===== src/rtl/param_bank_loader_if.sv =====
// Bus bundle for param_bank_loader: single-word write/read port plus the
// raster-order stream-load handshake and status flags.
interface param_bank_loader_if #(
    parameter int DATA_W = 16,
    parameter int ROWS   = 4,
    parameter int COLS   = 16
);
    localparam int RW = (ROWS > 1) ? $clog2(ROWS) : 1;
    localparam int CW = (COLS > 1) ? $clog2(COLS) : 1;

    logic              write;
    logic [RW-1:0]     seli;
    logic [CW-1:0]     selj;
    logic [DATA_W-1:0] param_in;
    logic [DATA_W-1:0] param_out;
    logic              load_start;
    logic              load_valid;
    logic              load_ready;
    logic              load_abort;
    logic              load_done;
    logic              busy;

    modport master (
        output write, seli, selj, param_in, load_start, load_valid, load_abort,
        input  param_out, load_ready, load_done, busy
    );

    modport slave (
        input  write, seli, selj, param_in, load_start, load_valid, load_abort,
        output param_out, load_ready, load_done, busy
    );
endinterface


===== src/rtl/param_bank_loader.sv =====
// ROWS x COLS parameter bank with single-word writes and a raster-order stream
// loader. Define PARAM_BANK_REG_READ_EN for a registered (1-cycle) read port.
module param_bank_loader #(
    parameter int DATA_W = 16,
    parameter int ROWS   = 4,
    parameter int COLS   = 16
) (
    input  logic               clk,
    input  logic               reset_n,
    param_bank_loader_if.slave bus
);
    localparam int RW = (ROWS > 1) ? $clog2(ROWS) : 1;
    localparam int CW = (COLS > 1) ? $clog2(COLS) : 1;
    localparam logic [RW:0]   ROWS_L   = (RW+1)'(ROWS);
    localparam logic [CW:0]   COLS_L   = (CW+1)'(COLS);
    localparam logic [RW-1:0] ROW_LAST = RW'(ROWS - 1);
    localparam logic [CW-1:0] COL_LAST = CW'(COLS - 1);

    typedef enum logic [1:0] {
        IDLE   = 2'd0,
        STREAM = 2'd1,
        DONE   = 2'd2
    } state_t;

    state_t            state_q, state_d;
    logic [RW-1:0]     row_q, row_d;
    logic [CW-1:0]     col_q, col_d;
    logic [DATA_W-1:0] bank_q [ROWS][COLS];

    logic              sel_ok_s;
    logic              wr_en_s;
    logic [RW-1:0]     wr_row_s;
    logic [CW-1:0]     wr_col_s;
    logic [DATA_W-1:0] rd_data_s;

    // Non-power-of-two geometries leave holes in the select space.
    assign sel_ok_s = ({1'b0, bus.seli} < ROWS_L) && ({1'b0, bus.selj} < COLS_L);

    assign bus.load_ready = (state_q == STREAM);
    assign bus.load_done  = (state_q == DONE);
    assign bus.busy       = (state_q != IDLE);

    // State, stream pointer and bank write-port selection.
    always_comb begin
        state_d  = state_q;
        row_d    = row_q;
        col_d    = col_q;
        wr_en_s  = 1'b0;
        wr_row_s = row_q;
        wr_col_s = col_q;
        case (state_q)
            IDLE: begin
                if (bus.write && sel_ok_s) begin
                    wr_en_s  = 1'b1;
                    wr_row_s = bus.seli;
                    wr_col_s = bus.selj;
                end else begin
                    wr_en_s  = 1'b0;
                end
                if (bus.load_start) begin
                    state_d = STREAM;
                    row_d   = {RW{1'b0}};
                    col_d   = {CW{1'b0}};
                end else begin
                    state_d = IDLE;
                end
            end
            STREAM: begin
                // Abort wins over a coincident valid word.
                if (bus.load_abort) begin
                    state_d = IDLE;
                end else if (bus.load_valid) begin
                    wr_en_s = 1'b1;
                    if (col_q == COL_LAST) begin
                        col_d = {CW{1'b0}};
                        if (row_q == ROW_LAST) begin
                            row_d   = {RW{1'b0}};
                            state_d = DONE;
                        end else begin
                            row_d = row_q + 1'b1;
                        end
                    end else begin
                        col_d = col_q + 1'b1;
                    end
                end else begin
                    state_d = STREAM;
                end
            end
            DONE: begin
                state_d = IDLE;
            end
            default: begin
                state_d = IDLE;
            end
        endcase
    end

    // State and pointer registers.
    always_ff @(posedge clk or negedge reset_n) begin
        if (!reset_n) begin
            state_q <= IDLE;
            row_q   <= {RW{1'b0}};
            col_q   <= {CW{1'b0}};
        end else begin
            state_q <= state_d;
            row_q   <= row_d;
            col_q   <= col_d;
        end
    end

    // Bank storage; reset clears every word.
    always_ff @(posedge clk or negedge reset_n) begin
        if (!reset_n) begin
            for (int r = 0; r < ROWS; r++) begin
                for (int c = 0; c < COLS; c++) begin
                    bank_q[r][c] <= {DATA_W{1'b0}};
                end
            end
        end else if (wr_en_s) begin
            bank_q[wr_row_s][wr_col_s] <= bus.param_in;
        end
    end

    // Read mux; holes in the address space read as zero.
    always_comb begin
        if (sel_ok_s) begin
            rd_data_s = bank_q[bus.seli][bus.selj];
        end else begin
            rd_data_s = {DATA_W{1'b0}};
        end
    end

`ifdef PARAM_BANK_REG_READ_EN
    logic [DATA_W-1:0] rd_q;

    // Registered read port.
    always_ff @(posedge clk or negedge reset_n) begin
        if (!reset_n) begin
            rd_q <= {DATA_W{1'b0}};
        end else begin
            rd_q <= rd_data_s;
        end
    end

    assign bus.param_out = rd_q;
`else
    assign bus.param_out = rd_data_s;
`endif

endmodule


===== src/flat_wrapper.sv =====
// flat-port wrapper written by rule: the top's interface ports become plain ports
module param_bank_loader_flat 
#(
    parameter int DATA_W = 16,
    parameter int ROWS   = 4,
    parameter int COLS   = 16
)
  (clk, reset_n, bus_write, bus_seli, bus_selj, bus_param_in, bus_load_start, bus_load_valid, bus_load_abort, bus_param_out, bus_load_ready, bus_load_done, bus_busy);
  param_bank_loader_if #(.DATA_W(DATA_W), .ROWS(ROWS), .COLS(COLS)) bus_i ();
  input  logic clk;
  input  logic reset_n;
  input wire logic [$bits(bus_i.write)-1:0] bus_write;
  input wire logic [$bits(bus_i.seli)-1:0] bus_seli;
  input wire logic [$bits(bus_i.selj)-1:0] bus_selj;
  input wire logic [$bits(bus_i.param_in)-1:0] bus_param_in;
  input wire logic [$bits(bus_i.load_start)-1:0] bus_load_start;
  input wire logic [$bits(bus_i.load_valid)-1:0] bus_load_valid;
  input wire logic [$bits(bus_i.load_abort)-1:0] bus_load_abort;
  output wire logic [$bits(bus_i.param_out)-1:0] bus_param_out;
  output wire logic [$bits(bus_i.load_ready)-1:0] bus_load_ready;
  output wire logic [$bits(bus_i.load_done)-1:0] bus_load_done;
  output wire logic [$bits(bus_i.busy)-1:0] bus_busy;
  assign bus_i.write = bus_write;
  assign bus_i.seli = bus_seli;
  assign bus_i.selj = bus_selj;
  assign bus_i.param_in = bus_param_in;
  assign bus_i.load_start = bus_load_start;
  assign bus_i.load_valid = bus_load_valid;
  assign bus_i.load_abort = bus_load_abort;
  assign bus_param_out = bus_i.param_out;
  assign bus_load_ready = bus_i.load_ready;
  assign bus_load_done = bus_i.load_done;
  assign bus_busy = bus_i.busy;
  param_bank_loader #(.DATA_W(DATA_W), .ROWS(ROWS), .COLS(COLS)) u_core (.clk(clk), .reset_n(reset_n), .bus(bus_i));
endmodule

===== config.mk =====
export PLATFORM = sky130hd
export DESIGN_NAME = param_bank_loader_flat
export DESIGN_NICKNAME = d
export VERILOG_FILES = /design/src/rtl/param_bank_loader_if.sv /design/src/rtl/param_bank_loader.sv /design/src/flat_wrapper.sv
export SDC_FILE = /design/constraint.sdc
export NUM_CORES = 1
export LEC_CHECK = 0
export ABC_AREA = 0
export CORE_ASPECT_RATIO = 0.75
export CORE_MARGIN = 2
export CORE_UTILIZATION = 55
export DETAILED_ROUTE_END_ITERATION = 16
export PLACE_DENSITY_LB_ADDON = 0.15
export SYNTH_ARGS = -nofsm -noshare
export SYNTH_HDL_FRONTEND = slang
export SYNTH_SLANG_ARGS = --single-unit

===== constraint.sdc =====
create_clock -name clk -period 3.7 [get_ports clk]
set_input_delay 0.74 -clock clk [delete_from_list [all_inputs] [get_ports clk]]
set_output_delay 0.74 -clock clk [all_outputs]
set_load 0.01 [all_outputs]

==> results of run 1 <==
kinds of logic after synthesis:
logic type	share of synthesized area [%]
buffers and inverters	2.878
AND/OR/NAND/NOR	3.012
flip-flops	54.44
XOR/XNOR	0.03693
multiplexers	36.64
AO/OA/AOI/OAI	2.944
adder cells (fa/ha/maj)	0.05274
cells in the mapped netlist (all sizes together), types with 13 or more instances:
library cell | instances | area (sq um)
mux2i | 17 | 173.9
o22ai | 48 | 300.3
nor2b | 32 | 200.2
a2111oi | 13 | 113.9
dfrtp | 1032 | 25820
nand2b | 14 | 87.58
a21oi | 35 | 175.2
nand3 | 13 | 65.06
clkbuf | 163 | 611.8
mux4 | 230 | 5180
buf | 136 | 726.9
o22a | 13 | 113.9
o221ai | 13 | 113.9
nor2 | 88 | 425.4
o41ai | 13 | 113.9
nand2 | 33 | 173.9
a211oi | 13 | 97.59
o21ai | 20 | 100.1
nor3 | 34 | 170.2
mux2 | 1068 | 12030
o311ai | 16 | 140.1
timing repair:
action / CTS / global route
resized for setup: 127 / 53
pin swaps: 11 / 19
setup buffers: 19 / 2
hold endpoints to repair: 0 / 0
endpoints found under the setup margin: 16 / 15
cloned: 7 / 0
sequential cells by signal (all words and copies together), names as in the netlist:
signal	flops
u_core.bank_q	1024
u_core.col_q	4
u_core.row_q	2
u_core.state_q	2
worst reg2reg max path, cell delays in order (launching register included):
cell	delay, ns
dfrtp_1	0.47
nor3b_2	0.27
buf_4	0.24
mux2i_1	0.21
buf_4	0.25
nand4_1	0.39
nor2_2	0.18
buf_4	0.32
mux2_2	0.39
per-layer routing:
layer	up-vias	global-route usage, %	wire length [um]
met5	-	0	0
met1	15731	43.08	57460
met3	220	4.908	7352
met4	0	9.643	4126
met2	848	45.83	59920
li1	11993	-	-
stage by stage:
| stage | instance area [sq um] | std cells | setup slack, ns |
|---|---|---|---|
| 6_report | 55510 | 4526 | -0.01401 |
| 5_1_grt | 55500 | 4522 | -0.04005 |
| 4_1_cts | 55250 | 4520 | -0.05278 |
| 3_5_place_dp | 51130 | 4312 | -0.6002 |
| 3_3_place_gp | 51130 | 4312 | -0.4963 |
| 2_1_floorplan | 47440 | 3106 | 0.2445 |
path summary, 6_finish.rpt:
check / startpoint / end / slack (ns) / depth (start not counted)
max reg2reg: u_core.state_q[0] / u_core.bank_q[755] / 0.86 / 8
min reg2reg: u_core.bank_q[825] / u_core.bank_q[825] / 0.50 / 1
max: bus_seli[0] / bus_param_out[1] / -0.01 / 10
min: reset_n / u_core.bank_q[384] / 0.06 / 1
max in group asynchronous: reset_n / u_core.bank_q[841] / 2.34 / 2
min in group clk: u_core.bank_q[825] / u_core.bank_q[825] / 0.50 / 1
where the power goes:
group          switching [uW]  total, uW  internal, uW  leakage (uW)
sequential               1470      15500         14000        0.0140
clock                    4440      10600          6180       0.00166
combinational            2810       6810          4000        0.0104
area by class of cell:
class / instances / share of cell area [%]
sequential: 1032 / 46.52
inverter: 7 / 0.04734
clock inverter: 38 / 0.8408
antenna: 4 / 0.01803
clock buffer: 145 / 5.270
tap: 1140 / 2.570
multi-input combinational: 1768 / 37.51
timing repair buffer: 392 / 7.224
==> reports/results.txt, run 1 <==
Seq/Total Area, Yosys: 54.44%
Site row count: 93
Final net count: 3,332
Buffers on Ports: 46
#FFs+latches synth: 1,032
Finished Core Util: 64.81%
Crit-path slowest cell: mux4_2
Worst slew pin tran: 1.228 ns
DRT Pass-1 Iters: 5
Clk Latency, worst-skew pair: 0.67 ns
First-pass GRT wire length: 196,500 um
Routed Antenna Nets: 0
CP delay by family, top: buffers and inverters
Setup TNS: -0.01401 ns
CTS tree: done
HP Class: in2async
Crit start category: primary input
Critical Path End Type: output pin
Commonest non-fill, non-tap cells in the layout: mux2_2, dfrtp_1, buf_4
Top Ports: 47
WP data arrival: 2.97 ns
Via/cell ratio: 6.361
Leakage power: 0.02605 uW
Vias: 28,792
Fill count: 6,055
Placer congestion estimate: 0.8956
Number of remaining DRC errors: 0
Core box area: 85,640 sq um
Dpl hpwl: 83,020 um
VDD IR max: 0.0004081 V
Overall routing resource usage: 29.57%
Die Y: 258.3 um
Initial core utilization: 55.39%
Critical-path maximum fanout: 8
Synth async-reset ratio: 100.0%
Hold_buf cts: 0
Syn avg cell area: 15.27 sq um
RSZ-0062 raised after global routing: true
Routed wire length: 128,900 um
Crit-path cells: buf_16 -> buf_12 -> bufbuf_16 -> mux4_2 -> o22ai_2 -> nor2_2 -> o221ai_2 -> o21ai_2 -> buf_4 -> dlygate4sd2_1
Total clock sinks: 1,032
Layout overhead on the synthesized area: 17.01%
Reg clk slew, reported paths: 0.05 ns
Worst path max stage delay: 0.51 ns
Largest net degree at the start of global routing: 105
Main synth FF type: dfrtp_1
FMAX: 0.2693 GHz
Kind of critical path: in2out
Yosys cell types: 45
Setup ws final: -0.01401 ns
Vias in the first global route: 30,697
Max Cap Viol: 0
EDFF count, synth: 0
Relative slew slack: 18.13%
Overall power: 32,950 uW
Die ar.: 88,640 sq um
Final setup viols: 1
Hold slack: 0.06346 ns
CTS Buffer Depth: 3
Register area: 25,820 sq um
Width of the die: 343.1 um
GRT overflow: 0
CTS H-tree depth: 3
1st-iter DRT viols: 2,114
Outcome: complete, but fails checks
CP required: 2.96 ns
Max Slew Vio Count: 0
Initial antenna violation count: 0
Synth warn: 0
Worst Path Buf+Inv: 5
Fin crit share: 100.4%
Final hold vios: 0
Final Critical Period: 3.714 ns
Multi-input gate area: 20,820 sq um
CTS buffer count: 101
Avg WL per Cell: 28.47 um
Worst Clk Skew: 0.01157 ns
Mapped Area: 47,440 sq um
Syn Inst Count: 3,106
Failing checks: negative setup slack
Share of post-route cells with drive strength above 1: 58.78%
PD cells: 593.6 nW/um^2
Mapped Nets: 3,136
Most common cell after layout, fill and taps aside: mux2_2
Root Driver: clkbuf_16
(Power assumes the default switching activity.)
==> run 2, diff against run 1 <==
Clock period 3.7 ns to 4.5 ns, I/O delays scaled along.
==> reports/results.txt, run 2 (synthesis gave the netlist of run 1 again) <==
Outcome: completed
Final setup viols: 0 (-1)
Buffers on Ports: 46 (unchanged)
Hold_buf cts: 0 (unchanged)
Share of post-route cells with drive strength above 1: 55.04% (-3.7 points)
Final net count: 3,217 (-3.5%)
Die Y: 258.3 um (unchanged)
Number of remaining DRC errors: 0 (unchanged)
Overall routing resource usage: 28.92% (-0.65 points)
Reg2reg start: u_core.state_q[1]
Antenna cell count: 0 (-4)
Worst Clk Skew: 0.02752 ns (+0.01595 ns)
CTS H-tree depth: 3 (unchanged)
Final Critical Period: 4.486 ns
1st-iter DRT viols: 2,018 (-4.5%)
DRT Pass-1 Iters: 6 (+1)
CTS tree: done
Reg-to-reg slack, setup: 1.13 ns (+0.27 ns)
CTS Buffer Depth: 3 (unchanged)
Routed Antenna Nets: 0 (unchanged)
R2r worst-path depth: 6 (-2)
Final instance area: 53,520 sq um (-3.6%)
Placed Area: 50,050 sq um (-2.1%)
Critical Path End Type: output pin
Fin cells: 4,403 (-2.7%)
FMAX: 0.2229 GHz
CP required: 3.60 ns (+0.64 ns)
Width of the die: 343.1 um (unchanged)
Biggest regs: u_core.bank_q: 1024 flops, u_core.col_q: 4 flops
GRT overflow: 0 (unchanged)
Initial antenna violation count: 4 (+4)
Vias: 28,111 (-2.4%)
Avg WL per Cell: 28.55 um (+0.29%)
RSZ-0062 raised after global routing: false
Initial core utilization: 55.39% (unchanged)
Via/cell ratio: 6.385 (+0.36%)
Placed Cells: 4,219 (-2.2%)
Clk Latency, worst-skew pair: 0.67 ns (about the same)
PD cells: 496.4 nW/um^2 (-16%)
Max Cap Viol: 0 (unchanged)
Most flops, register: u_core.bank_q
Die ar.: 88,640 sq um (unchanged)
CTS buffer count: 100 (-0.99%)
Routed wire length: 125,700 um (-2.4%)
Final hold vios: 0 (unchanged)
WP data arrival: 3.59 ns (+0.62 ns)
Site row count: 93 (unchanged)
Vias in the first global route: 30,188 (-1.7%)
Core box area: 85,640 sq um (unchanged)
Dpl hpwl: 81,190 um (-2.2%)
Top Ports: 47 (unchanged)
Most common cell after layout, fill and taps aside: mux2_2
Root Driver: clkbuf_16
Critical-path maximum fanout: 13 (+5)
Finished Core Util: 62.49% (-2.3 points)
Reg clk slew, reported paths: 0.06 ns (about the same)
Largest net degree at the start of global routing: 145 (+38%)
First-pass GRT wire length: 192,400 um (-2.1%)
Crit start category: primary input
Fill count: 6,201 (+2.4%)
VDD IR max: 0.0003166 V (-22%)
Leakage power: 0.02514 uW (-3.5%)
Placer congestion estimate: 0.8267 (-7.7%)
Worst slew pin tran: 1.345 ns (+0.1174 ns)
HP Class: in2async
R2r endpoint: u_core.bank_q[710]
Layout overhead on the synthesized area: 12.81%
Fin crit share: 99.68%
Total clock sinks: 1,032 (unchanged)
Max Slew Vio Count: 0 (unchanged)
Max reg flops: 1,024 (unchanged)
Commonest non-fill, non-tap cells in the layout: mux2_2, dfrtp_1, mux4_2
Relative slew slack: 10.21% (-7.9 points)
Kind of critical path: in2out
==> run 2: cell count changes in the layout (fill, tap and decap cells not counted), moves of 11 or more <==
| cell | change |
|---|---|
| a21oi_1 | +12 |
| clkdlybuf4s50_1 | +16 |
| buf_12 | -27 |
| o22ai_2 | -15 |
| o22ai_1 | +17 |
| buf_4 | -69 |
| o21ai_0 | +11 |
==> run 2: worst max-delay path by stage <==
stage / from / to / cells past startpoint
finish: bus_selj[2] / bus_param_out[13] / 9
global route: bus_seli[1] / bus_param_out[13] / 10
CTS: bus_seli[0] / bus_param_out[14] / 9
detailed placement: bus_seli[0] / bus_param_out[6] / 8
global placement: bus_seli[0] / bus_param_out[12] / 8
floorplan: bus_seli[0] / bus_param_out[10] / 7
==> run 2: area by class of cell <==
type	instances	area [sq um]	share of cell area, %
well taps	1140	1426	2.665
clock buffers	141	2858	5.340
inverters	7	26.28	0.04910
repair buffers	278	2587	4.835
clock inverters	37	459.2	0.8580
multi-input cells	1768	20330	38.00
flip-flops and latches	1032	25820	48.26
==> run 2: critical path, cell delays in order <==
cell             delay [ns]
buf_2                  0.38
nand3b_1               0.17
buf_4                  0.24
o22ai_1                0.17
nor3_1                 0.42
o221ai_1               0.25
buf_4                  0.22
o21ai_1                0.21
clkdlybuf4s50_1        0.60
==> run 2: timing repair <==
item                       4_1_cts  5_1_grt
buffers inserted                 0        6
pin swaps                        0        0
hold endpoints to repair         0        0
setup endpoints to repair       10       12
gates resized for setup         12       15
==> run 2: power by group <==
group,internal (uW),switching (uW)
Sequential,11500,1180
Combinational,3130,2140
Clock,4980,3590
Total,19700,6910
==> run 2: per-stage QoR <==
step	TNS, ns	power [uW]	worst slack (ns)	hold slack, ns
after floorplan	0	16250	0.7245	0.4710
after global placement	-1.238	17680	-0.2174	0.4796
after detailed placement	-0.9434	18100	-0.1774	0.4857
after CTS	-0.001072	26690	-0.001072	0.2361
after global routing	0	27720	0.02125	0.2489
final	0	26570	0.01423	0.1926
==> run 2: metal layers <==
layer / share of wire (%) / track usage [%] / vias up / wire length (um)
li1: - / - / 11726 / -
met1: 45 / 42.46 / 15398 / 56920
met4: 2.8 / 8.855 / 2 / 3547
met2: 47 / 45.23 / 778 / 59090
met5: 0.010 / 0 / - / 13
met3: 4.9 / 4.086 / 207 / 6154
==> run 3, diff against run 2 <==
Settings changed: CORE_UTILIZATION 55 to 64, SLEW_MARGIN set to 10.
==> reports/results.txt, run 3 (synthesis gave the netlist of run 1 again) <==
Final hold vios: 0 (unchanged)
Routed Antenna Nets: 0 (unchanged)
Hold_buf cts: 0 (unchanged)
FMAX: 0.2232 GHz (+0.14%)
Most common cell after layout, fill and taps aside: mux2_2
Worst Clk Skew: 0.01397 ns (-0.01355 ns)
Biggest regs: u_core.bank_q: 1024 flops, u_core.col_q: 4 flops
WP data arrival: 3.58 ns (about the same)
Final net count: 3,218 (+0.031%)
Top Ports: 47 (unchanged)
Dpl ws: -0.1549 ns (+0.02253 ns)
Total clock sinks: 1,032 (unchanged)
Core box area: 73,390 sq um (-14%)
Kind of critical path: in2out
Vias: 28,345 (+0.83%)
Max Slew Vio Count: 0 (unchanged)
Clk Latency, worst-skew pair: 0.68 ns (about the same)
Initial core utilization: 64.64% (+9.3 points)
Placed Area: 49,910 sq um (-0.29%)
RSZ-0062 raised after global routing: true
Site row count: 86 (-7.5%)
Final instance area: 53,460 sq um (-0.11%)
Overall power: 26,740 uW (+0.66%)
Root Driver: clkbuf_16
Layout overhead on the synthesized area: 12.69%
First-pass GRT wire length: 186,700 um (-3.0%)
Via/cell ratio: 6.688 (+4.8%)
Crit-path cells: buf_12 -> buf_16 -> buf_12 -> mux2_2 -> o22ai_1 -> o41ai_1 -> buf_4 -> a21oi_1 -> o21ai_0 -> clkdlybuf4s50_1
Most used cell, CP: buf_12
Routed wire length: 121,100 um (-3.7%)
HP Class: in2async
CTS Buffer Depth: 3 (unchanged)
Initial antenna violation count: 0 (-4)
Critical-path maximum fanout: 37 (+24)
Placer congestion estimate: 0.8700 (+5.2%)
Most flops, register: u_core.bank_q
DRT Pass-1 Iters: 7 (+1)
CTS tree: done
Share of post-route cells with drive strength above 1: 55.11% (+0.069 points)
Buffers on Ports: 46 (unchanged)
Outcome: completed
Reg clk slew, reported paths: 0.06 ns (about the same)
CTS H-tree depth: 3 (unchanged)
Largest net degree at the start of global routing: 105 (-28%)
Overall routing resource usage: 32.58% (+3.7 points)
Worst slew pin tran: 1.188 ns (-0.1571 ns)
Final setup viols: 0 (unchanged)
Dpl hpwl: 77,400 um (-4.7%)
Vias in the first global route: 30,154 (-0.11%)
Crit-path slowest cell: clkdlybuf4s50_1
GRT overflow: 0 (unchanged)
Crit start category: primary input
Worst path max stage delay: 0.59 ns (about the same)
Fill count: 4,534 (-27%)
Max reg flops: 1,024 (unchanged)
Critical Path End Type: output pin
Die Y: 239.8 um (-7.2%)
PD cells: 500.2 nW/um^2 (+0.77%)
1st-iter DRT viols: 2,371 (+17%)
Fin crit share: 99.54% (-0.14 points)
Number of remaining DRC errors: 0 (unchanged)
Width of the die: 318.4 um (-7.2%)
CP required: 3.60 ns (about the same)
Final Critical Period: 4.479 ns (-0.006436 ns)
Setup ws final: 0.02066 ns (+0.006436 ns)
Avg WL per Cell: 28.58 um (+0.10%)
Relative slew slack: 20.78% (+11 points)
VDD IR max: 0.0004307 V (+36%)
Die ar.: 76,340 sq um (-14%)
Leakage power: 0.02525 uW (+0.40%)
Commonest non-fill, non-tap cells in the layout: mux2_2, dfrtp_1, mux4_2
CTS buffer count: 98 (-2.0%)
Max Cap Viol: 0 (unchanged)
run 3: metal layers:
layer	GRT usage (%)	share of wire, %	vias up
met4	10.25	3.1	0
met3	6.045	6.3	210
met5	0	0	-
met2	51.18	47	923
li1	-	-	11742
met1	46.90	43	15470
run 3: final cells by class:
class                   instances  area [sq um]  share of cell area, %
diodes                          2         5.005               0.009362
repair buffers                281          2655                  4.966
clock buffers                 146          2934                  5.488
well taps                     968          1211                  2.266
inverters                       7         26.28                0.04915
clock inverters                34         462.9                 0.8660
multi-input cells            1768         20340                  38.05
flip-flops and latches       1032         25820                  48.31
run 3: worst paths after layout:
check,start,to,slack (ns),cells after the start
setup / recovery,bus_seli[1],bus_param_out[9],0.02,10
hold / removal,reset_n,u_core.bank_q[450],0.24,1
setup reg to reg,u_core.state_q[1],u_core.bank_q[709],1.26,5
hold reg to reg,u_core.bank_q[556],u_core.bank_q[556],0.50,1
max in group asynchronous,reset_n,u_core.bank_q[776],2.86,2
min in group clk,u_core.bank_q[556],u_core.bank_q[556],0.50,1
run 3: power breakdown:
part	internal, uW	switching (uW)
registers	11500	1210
logic	3150	2160
clock network	5080	3600
total	19800	6970
run 3: per-stage QoR:
stage,hold slack (ns),std cells,TNS (ns),util [%]
after floorplan,0.4710,3106,0,-
after global placement,0.4792,4055,-0.3815,68.01
after detailed placement,0.4873,4055,-0.3144,68.01
final,0.2387,4238,0,72.85
after global routing,0.3290,4236,-0.04754,72.84
after CTS,0.3591,4235,0,72.69
run 3: repair_timing:
| action | in CTS | in global routing |
|---|---|---|
| buffers inserted | 0 | 0 |
| cloned | 0 | 1 |
| setup endpoints to repair | 7 | 11 |
| gates resized for setup | 7 | 16 |
| pin swaps | 0 | 0 |
run 3: worst max-delay path, delay by kind of cell:
family                 cells  cell delay (ns)
buffers and inverters      5             1.52
AOI/OAI and AO/OA          4             0.91
muxes                      1             0.17
